## src/rtl/seq_gen_11011.sv

```systemverilog
// seq_gen_11011: Moore serial transmitter of a repeated bit pattern with optional zero gaps and valid/ready handshake
module seq_gen_11011 #(
  parameter int PAT_W = 5,
  parameter logic [PAT_W-1:0] PATTERN = 5'b11011,
  parameter int GAP_BITS = 0,
  parameter int REP_W = 8
) (
  input  logic             clk,
  input  logic             rst,
  input  logic             start,
  input  logic [REP_W-1:0] reps,
  input  logic             ready,
  output logic             signal,
  output logic             sig_valid,
  output logic             busy,
  output logic             done,
  output logic [REP_W-1:0] reps_left
);
  localparam int BW = $clog2(PAT_W);
  localparam logic [BW-1:0] LAST = BW'(PAT_W - 1);
  localparam logic [3:0] GAP_LAST = 4'(GAP_BITS - 1);
  typedef enum logic [1:0] {IDLE, SEND, GAP, DONE} state_t;
  state_t r_state;
  logic [PAT_W-1:0] r_shift;
  logic [BW-1:0] r_bit_cnt;
  logic [3:0] r_gap_cnt;
  logic [REP_W-1:0] r_reps_left;
  // burst sequencing: pattern shifting, repetition countdown and gap insertion, advancing only on accepted bits
  always_ff @(posedge clk) begin
    if (rst) begin
      r_state <= IDLE;
      r_shift <= '0;
      r_bit_cnt <= '0;
      r_gap_cnt <= '0;
      r_reps_left <= '0;
    end else begin
      case (r_state)
        IDLE: if (start) begin
          if (reps != '0) begin
            r_shift <= PATTERN;
            r_bit_cnt <= '0;
            r_reps_left <= reps;
            r_state <= SEND;
          end else r_state <= DONE;
        end
        SEND: if (ready) begin
          if (r_bit_cnt != LAST) begin
            r_shift <= r_shift << 1;
            r_bit_cnt <= r_bit_cnt + BW'(1);
          end else begin
            r_reps_left <= r_reps_left - REP_W'(1);
            if (r_reps_left == REP_W'(1)) r_state <= DONE;
            else if (GAP_BITS > 0) begin
              r_gap_cnt <= '0;
              r_state <= GAP;
            end else begin
              r_shift <= PATTERN;
              r_bit_cnt <= '0;
            end
          end
        end
        GAP: if (ready) begin
          r_gap_cnt <= r_gap_cnt + 4'd1;
          if (r_gap_cnt == GAP_LAST) begin
            r_shift <= PATTERN;
            r_bit_cnt <= '0;
            r_state <= SEND;
          end
        end
        DONE: begin
          r_reps_left <= '0;
          r_state <= IDLE;
        end
      endcase
    end
  end
  assign signal = (r_state == SEND) & r_shift[PAT_W-1];
  assign sig_valid = (r_state == SEND) | (r_state == GAP);
  assign busy = sig_valid;
  assign done = r_state == DONE;
  assign reps_left = r_reps_left;
endmodule

```

## config.mk

```make
export PLATFORM = sky130hd
export DESIGN_NAME = seq_gen_11011
export DESIGN_NICKNAME = d
export VERILOG_FILES = /design/src/rtl/seq_gen_11011.sv
export SDC_FILE = /design/constraint.sdc
export NUM_CORES = 1
export LEC_CHECK = 0
export BUFFER_PORTS_ARGS = -buffer_cell sky130_fd_sc_hd__buf_2
export CAP_MARGIN = 0
export CORE_ASPECT_RATIO = 0.8
export CORE_MARGIN = 2
export CORE_UTILIZATION = 40
export DETAILED_ROUTE_END_ITERATION = 12
export PLACE_DENSITY_LB_ADDON = 0.1
export SLEW_MARGIN = 0
export SYNTH_ARGS = -nofsm -noshare
export SYNTH_HDL_FRONTEND = slang
export SYNTH_SLANG_ARGS = --single-unit
```

## constraint.sdc

```tcl
create_clock -name clk -period 2.4 [get_ports clk]
set_clock_uncertainty 0.1 [all_clocks]
set_input_delay 0 -clock clk [delete_from_list [all_inputs] [get_ports clk]]
set_output_delay 0 -clock clk [all_outputs]
set_load 0.05 [all_outputs]
```

After elaboration in Yosys (flattened, before gate mapping)

Index checks and enable logic that the tools add are counted.
Widths: inputs -> output; s select.

$add $sub $neg: 3
Equality and inequality tests: 14
Mux-type cells: 29
Bitwise gates (word level): 2
Reductions and logical operators: 8

Operators by type and width:

| operator            | count |
|---|---|
| $mux 5              | 7 |
| $mux 8              | 4 |
| $pmux 8 s3          | 1 |
| $mux 3              | 7 |
| $pmux 5 s3          | 1 |
| $mux 2              | 7 |
| $ne 2x2->1 const B  | 7 |
| $pmux 3 s3          | 1 |
| $eq 8x1->1 const B  | 1 |
| $pmux 2 s4          | 1 |
| $reduce_bool 8->1   | 1 |
| $sub 8x1->8 const B | 1 |
| $reduce_and 7->1    | 1 |
| $ne 3x3->1 const B  | 2 |
| $reduce_and 6->1    | 1 |
| $reduce_bool 3->1   | 2 |
| $reduce_and 5->1    | 1 |
| $add 4x1->4 const B | 1 |
| $eq 2x2->1 const B  | 2 |
| $eq 4x4->1 const B  | 1 |
| $add 3x1->3 const B | 1 |
| $eq 2x1->1 const B  | 1 |
| $logic_not 2->1     | 1 |
| $reduce_and 2->1    | 1 |
| 2 further kinds     | 2 |

Register bits: 22
Input bits: 12
Output and inout port bits: 12
Logic and storage cells: 61

Logic depth before layout (Yosys ltp)

Gate-level depths: netlist (run 1).

Word-level depth: 5
Depth in mapped cells: 8

Worst setup path before layout (run 1)

No wires, ideal clock.

Kind: register to register
Start: reg r_state[1]
End: reg r_bit_cnt[0]
Setup time: 0.121 ns
Arrival: 2.089 ns
Path slack: 0.089 ns
Cell stages (with the launch flop): 9
Cell sequence: dfxtp_1 inv_1 ha_1 clkbuf_1 o21ba_2 a2111oi_4 and3_1 buf_6 mux2_4

Word-level cells in the longest chain between the ends: 3
Elaborated cells between the ends (all ways): 12
Those cells by class: eq/ne: 8; mux: 1; reduce/logical: 3

Ends and longest elaborated chain:

| item                                               | line | RTL |
|---|---|---|
| start: declaration                                 | 23   | `state_t r_state;` |
| start signal: assignment                           | 31   | `r_state <= IDLE;` |
| start signal: assignment                           | 43   | `r_state <= SEND;` |
| start signal: assignment                           | 44   | `end else r_state <= DONE;` |
| $eq 2x1->1, or another cell as far along           | 37   | `case (r_state)` |
| $ne 3x3->1 (no line), or another cell as far along | --   |  |
| $reduce_and 7->1 (no line)                         | --   |  |
| end signal: assignment                             | 49   | `r_bit_cnt <= r_bit_cnt + BW'(1);` |
| end: declaration                                   | 25   | `logic [BW-1:0] r_bit_cnt;` |

Parallel ways exist; a longest one is shown, timed or not.
A chain may end at the register's enable or synchronous reset.

Worst setup path after layout (run 1)

Start: reg r_state[0]
End: reg r_bit_cnt[0]

The elaborated chain is that of the path after synthesis.

==> results of run 1 <==
Yosys cell counts, types with 3 or more instances:
cell type / number / area share [%]
a211oi_1: 3 / 1.7
a21oi_1: 7 / 2.6
a31oi_1: 6 / 2.8
and3_1: 3 / 1.4
clkbuf_1: 6 / 1.7
dfxtp_1: 22 / 32
ha_1: 11 / 10
inv_1: 9 / 2.5
nand2_1: 6 / 1.7
nand3_1: 5 / 1.8
nand4_1: 5 / 2.3
nor2_1: 11 / 3.0
nor3_1: 5 / 1.8
nor3b_1: 4 / 2.2
nor4_1: 4 / 1.8
o21ai_0: 3 / 1.1
o311ai_0: 6 / 3.9
o31ai_1: 8 / 4.4
or4_1: 3 / 1.7
where the power goes:
part	switching, mW	internal (mW)
logic	1.09	0.613
clock network	0.125	0.147
registers	0.116	0.493
total	1.33	1.25
registers in the layout, indices dropped and copies added (netlist names):
name	cells
r_shift	5
r_gap_cnt	4
r_bit_cnt	3
reps_left	8
r_state	2
cells by family (layout without fill, tap and decap cells):
family                     Yosys count  in the layout  synth area share [%]
DFF                                 22             22                  32.4
buffers and inverters               18             53                  5.80
and+or+nand+nor                     53             53                  21.2
muxes                                2              2                  1.84
adders and majority gates           11             11                  10.1
xor gates and xnor gates             2              2                  1.29
AOI/OAI and AO/OA                   48             48                  27.3
metrics by stage:
step           hold slack [ns]  util (%)
2_1_floorplan           0.0601         -
3_3_place_gp             0.217      49.8
3_5_place_dp             0.204      49.8
4_1_cts                 0.0107      52.4
5_1_grt                 0.0359      52.8
6_report                0.0246      52.8
layer usage:
layer,vias up,GRT usage (%),wire length [um],share of wire (%)
met5,-,0,0,0
met3,12,4.89,237,6.4
met4,0,8.68,78,2.1
li1,671,-,-,-
met2,57,26.2,1550,42
met1,657,28.4,1840,50
how the worst max path moves through the flow:
stage	start	end	slack (ns)	depth (start not counted)
finish	r_state[0]	r_bit_cnt[0]	0.10	6
floorplan	r_state[1]	r_bit_cnt[0]	0.09	8
global route	r_state[0]	reps_left[1]	0.02	7
detailed placement	r_state[0]	r_bit_cnt[0]	0.07	6
global placement	r_state[0]	r_bit_cnt[0]	0.09	6
CTS	r_state[0]	r_bit_cnt[0]	0.04	6
worst min-delay path, delay by kind of cell:
kind / cells / cell delay [ns]
AOI/OAI and AO/OA: 2 / 0.25
buffers and inverters: 1 / 0.11
timing repair:
action,4_1_cts,5_1_grt
gates resized for setup,0,6
endpoints found under the setup margin,0,10
endpoints found under the hold margin,3,0
hold buffers,3,0
layout make-up:
cell class,count,area (um^2)
Timing Repair Buffer,39,243
Sequential cell,22,440
Tap cell,40,50.0
Clock buffer,4,55.1
Fill cell,300,1500
Inverter,10,37.5
Multi-Input combinational cell,116,851
==> reports/metrics.cfg, run 1 <==
[outcome]
status = completed

[logic_synthesis]
syn-num-nets = 179
synth_seq_cells = 22
yosysUniqueCellTypes = 43
synth_area_um2 = 1360
syn_avg_cell_area_um2 = 8.71
ys.flop_type = dfxtp_1
async_flop_share_pct = 0
synth_cells = 156
synth_warnings = 0
synth_edf_count = 0
yosysSeqAreaShare_pct = 32.4

[sta]
fin_crit_sh_pct = 95.6
timing.final.max_slew_violations = 0
timing.final.ws_setup_ns = 0.105
max-slew-margin-rel_pct = 62.3
grt_setup_unrepaired = no
finalCriticalPeriod_ns = 2.30
tns_ns = 0
fmaxAchievable_ghz = 0.436
hold_violations = 0
tightest_slew_ns = 0.560
report.final.setup_viol = 0

[route]
ant_nets = 0
drt_iter0_drc = 121
route.detailed.drc = 0
vias_per_cell = 6.05
vias = 1397
wirelength_um = 3710
post_drt_wl_per_cell_um = 16.0
drt-pass1-iter-count = 4

[cts]
root_buffer = clkbuf_8
clk_pin_slew_ns = 0.08
ctsHtreeMaxLevel = 1
cts_buffers = 3
post_cts_buffers = 0
clk_path_buf_depth = 2
cts.sinks = 22
cts_tree = done
clkLatencyLatePin_ns = 0.27

[critical_path]
critPathSlowestCell = or3b_2
worst_setup_path_start_kind = register
path_max_fanout = 8
crit_required_ns = 2.46
end_kind = register
r2r_end = r_bit_cnt[0]
r2r_cells = 6
cp.buffers_inverters = 1
reg2reg_from = r_state[0]
path_delay_family = simple AND/OR/NAND/NOR gates
path_cells = inv_1, ha_1, or3b_2, or4_1, and3_4, mux2_4
max_stage_delay_ns = 0.47
critPathKind = register to register
reg2reg_slack_ns = 0.10
arrival_ns = 2.36

[finish]
fin_area_um2 = 1680
drive_gt1_share_pct = 25.7
final_cell_mix = 23 x buf_2, 22 x dfxtp_1, 13 x buf_4, 11 x nor2_1, 11 x ha_1
layout_commonest_cell = buf_2
fin_nets = 215
fin_cells = 231
diodes = 0
area_growth_pct = 23.4

[run]
cap_violations = 0

[placement]
dp.cells = 224
dp_hpwl_um = 2630
post-place-ws_ns = 0.0731
placed_area_um2 = 1580
portBuffers = 23
gp_congestion = 0.853

[min_path]
min_from = reps[3]
worstHoldEndpoint = reps_left[3]
hp-class = input port to register
min_path_cells = 3

[floorplanning]
io-pin-count = 24
rows = 18
coreArea_um2 = 3180
die_y_um = 56.1
dieArea_um2 = 3880
start_util_pct = 42.8
die_w_um = 69.2

[pwr]
ir_drop_mv = 0.828
p_leak_nw = 0.686
powerDensity_nw_per_um2 = 1540
power.total_mw = 2.58

[grt]
track_usage_pct = 19.4
grt_max_degree = 25
antenna_found_initial = 0
grt_pass1_wl_um = 6090
grt_remaining_overflow = 0
grt_pass1_vias = 1284

No activity file was read; power rests on OpenSTA's default activity.
==> run 2, diff against run 1 <==
Settings changed: PLACE_DENSITY set to 0.73, PLACE_DENSITY_LB_ADDON 0.1 to unset.
==> run 2 against run 1 <==
The run now ends with negative hold slack left. Die area unchanged. Setup slack worse by 0.044 ns. Core utilization increased by 0.47 points. Sequential cell count unchanged. Via count is 0.79% lower. Count of clock-buffer cells in the layout shrank 1. Wire length grew 1.7%. Critical path depth unchanged. First-iteration DRC count up 20%. Final area is 0.90% higher. Non-clock buffer count shrank 1. Critical path type unchanged. Critical endpoint unchanged. Highest routed layer unchanged.
==> reports/metrics.cfg, run 2 (synthesis results as in run 1) <==
[critical_path]
max_stage_delay_ns = 0.48  ; about the same
end_kind = register
path_max_fanout = 8  ; unchanged
path_cells = inv_1, ha_1, or3b_2, or4_1, and3_4, mux2_4
critPathKind = register to register
arrival_ns = 2.40  ; +0.04 ns
critPathSlowestCell = or3b_2
worst_setup_path_start_kind = register
crit_required_ns = 2.46  ; about the same

[pwr]
p_leak_nw = 0.691  ; +0.76%
powerDensity_nw_per_um2 = 1570  ; +1.9%
power.total_mw = 2.66  ; +2.8%
p_int_mw = 1.32  ; +5.3%
sw_frac_of_total_pct = 50.3  ; -1.2 points
ir_drop_mv = 0.522  ; -37%
p_sw_mw = 1.34  ; +0.49%
p_comb_share_pct = 63.4  ; -2.5 points
clkPwrFrac_pct = 13.3  ; +2.8 points
pwr-share-seq_pct = 23.3  ; -0.3 points

[sta]
fin_crit_sh_pct = 97.5  ; +1.8 points
timing.final.max_slew_violations = 0  ; unchanged
hold_violations = 1  ; +1
hold_ws_ns = -0.00501  ; -0.0296 ns
max-slew-margin-rel_pct = 65.6  ; +3.2 points
finalCriticalPeriod_ns = 2.34  ; +0.0443 ns
fmaxAchievable_ghz = 0.427  ; -1.9%
tightest_slew_ns = 0.512  ; -0.0477 ns
report.final.setup_viol = 0  ; unchanged

[run]
cap_violations = 0  ; unchanged

[route]
drt_iter0_drc = 145  ; +20%
route.detailed.drc = 0  ; unchanged
wirelength_um = 3770  ; +1.7%
vias_per_cell = 6.03  ; -0.36%
drt-pass1-iter-count = 4  ; unchanged
vias = 1386  ; -0.79%
post_drt_wl_per_cell_um = 16.4  ; +2.1%
ant_nets = 0  ; unchanged

[finish]
regArea_um2 = 440  ; unchanged
finalCoreUtilization_pct = 53.3  ; +0.47 points
layout_commonest_cell = buf_2
diodes = 0  ; unchanged
final_cell_mix = 23 x buf_2, 22 x dfxtp_1, 12 x buf_4, 11 x nor2_1, 11 x ha_1
largest_reg_flops = 8  ; unchanged
drive_gt1_share_pct = 25.8  ; +0.14 points
area_growth_pct = 24.5
fin_nets = 214  ; -0.47%
n_fill_cell = 290  ; -3.3%
multi_input_area_um2 = 857  ; +0.74%
fin_area_um2 = 1690  ; +0.90%

[floorplanning]
dieArea_um2 = 3880  ; unchanged
coreArea_um2 = 3180  ; unchanged
rows = 18  ; unchanged
start_util_pct = 42.8  ; unchanged
die_y_um = 56.1  ; unchanged
die_w_um = 69.2  ; unchanged
io-pin-count = 24  ; unchanged

[cts]
ctsHtreeMaxLevel = 1  ; unchanged
cts_buffers = 3  ; unchanged
clk_path_buf_depth = 2  ; unchanged
clkLatencyLatePin_ns = 0.27  ; about the same
post_cts_buffers = 0  ; unchanged
cts_tree = done
root_buffer = clkbuf_8
cts.sinks = 22  ; unchanged
clk_pin_slew_ns = 0.08  ; about the same

[placement]
dp_hpwl_um = 2680  ; +2.1%
portBuffers = 23  ; unchanged
placed_area_um2 = 1570  ; -0.48%
gp_congestion = 0.842  ; -1.2%

[grt]
track_usage_pct = 19.4  ; +0.038 points
grt_remaining_overflow = 0  ; unchanged
grt_max_degree = 25  ; unchanged
grt_pass1_vias = 1346  ; +4.8%
grt_pass1_wl_um = 6240  ; +2.4%
antenna_found_initial = 0  ; unchanged

[outcome]
status = finished, violations left
violations = negative hold slack

[min_path]
hp-class = input port to register

run 2: changes by cell type in the layout (fill, tap and decap cells not counted), sizes merged:
cell,change
clkbuf,-1
bufinv,+1
buf,-1
run 2: path summary, 6_finish.rpt:
check               start           end  slack, ns  cells after the start
min               reps[2]  reps_left[2]     -0.005                      3
min reg2reg  r_gap_cnt[1]  r_gap_cnt[1]       0.38                      2
max reg2reg    r_state[1]  r_bit_cnt[0]       0.06                      6
max            r_state[1]  r_bit_cnt[0]       0.06                      6
run 2: layout make-up:
cell class	instances	share of cell area, %
Clock buffer	3	2.44
Timing Repair Buffer	38	13.9
Sequential cell	22	26.0
Inverter	10	2.22
Clock inverter	1	1.78
Tap cell	40	2.96
Multi-Input combinational cell	116	50.7
run 2: through the flow:
stage | std cells | TNS (ns) | setup slack [ns]
after floorplan | 156 | 0 | 0.0893
after global placement | 223 | 0 | 0.137
after detailed placement | 223 | 0 | 0.0593
after CTS | 230 | 0 | 0.0169
after global routing | 230 | -0.109 | -0.0457
final | 230 | 0 | 0.0603
run 2: per-layer routing:
metal / global-route usage (%) / part of all wire, %
met4: 3.92 / 0.88
met3: 6.34 / 7.8
met1: 24.2 / 44
met2: 32.8 / 48
met5: 0 / 0
run 2: worst max-delay path: cells and delay by family (launching register included):
kind	cells	cell delay, ns
adder cells (fa/ha/maj)	1	0.20
buffers and inverters	1	0.10
AND/OR/NAND/NOR	3	1.17
multiplexers	1	0.29
flip-flops	1	0.37
run 2: power by group through the flow:
stage          Clock [mW]  Combinational [mW]  Sequential [mW]
2_1_floorplan           0               0.976            0.831
3_5_place_dp            0                1.60            0.621
6_report            0.354                1.69            0.618
3_3_place_gp            0                1.57            0.608
5_1_grt             0.368                1.82            0.635
4_1_cts             0.362                1.61            0.612
run 2: timing repair:
action	CTS	global route
gates resized for setup	0	9
setup endpoints to repair	0	12
hold endpoints to repair	3	0
hold buffers	3	0
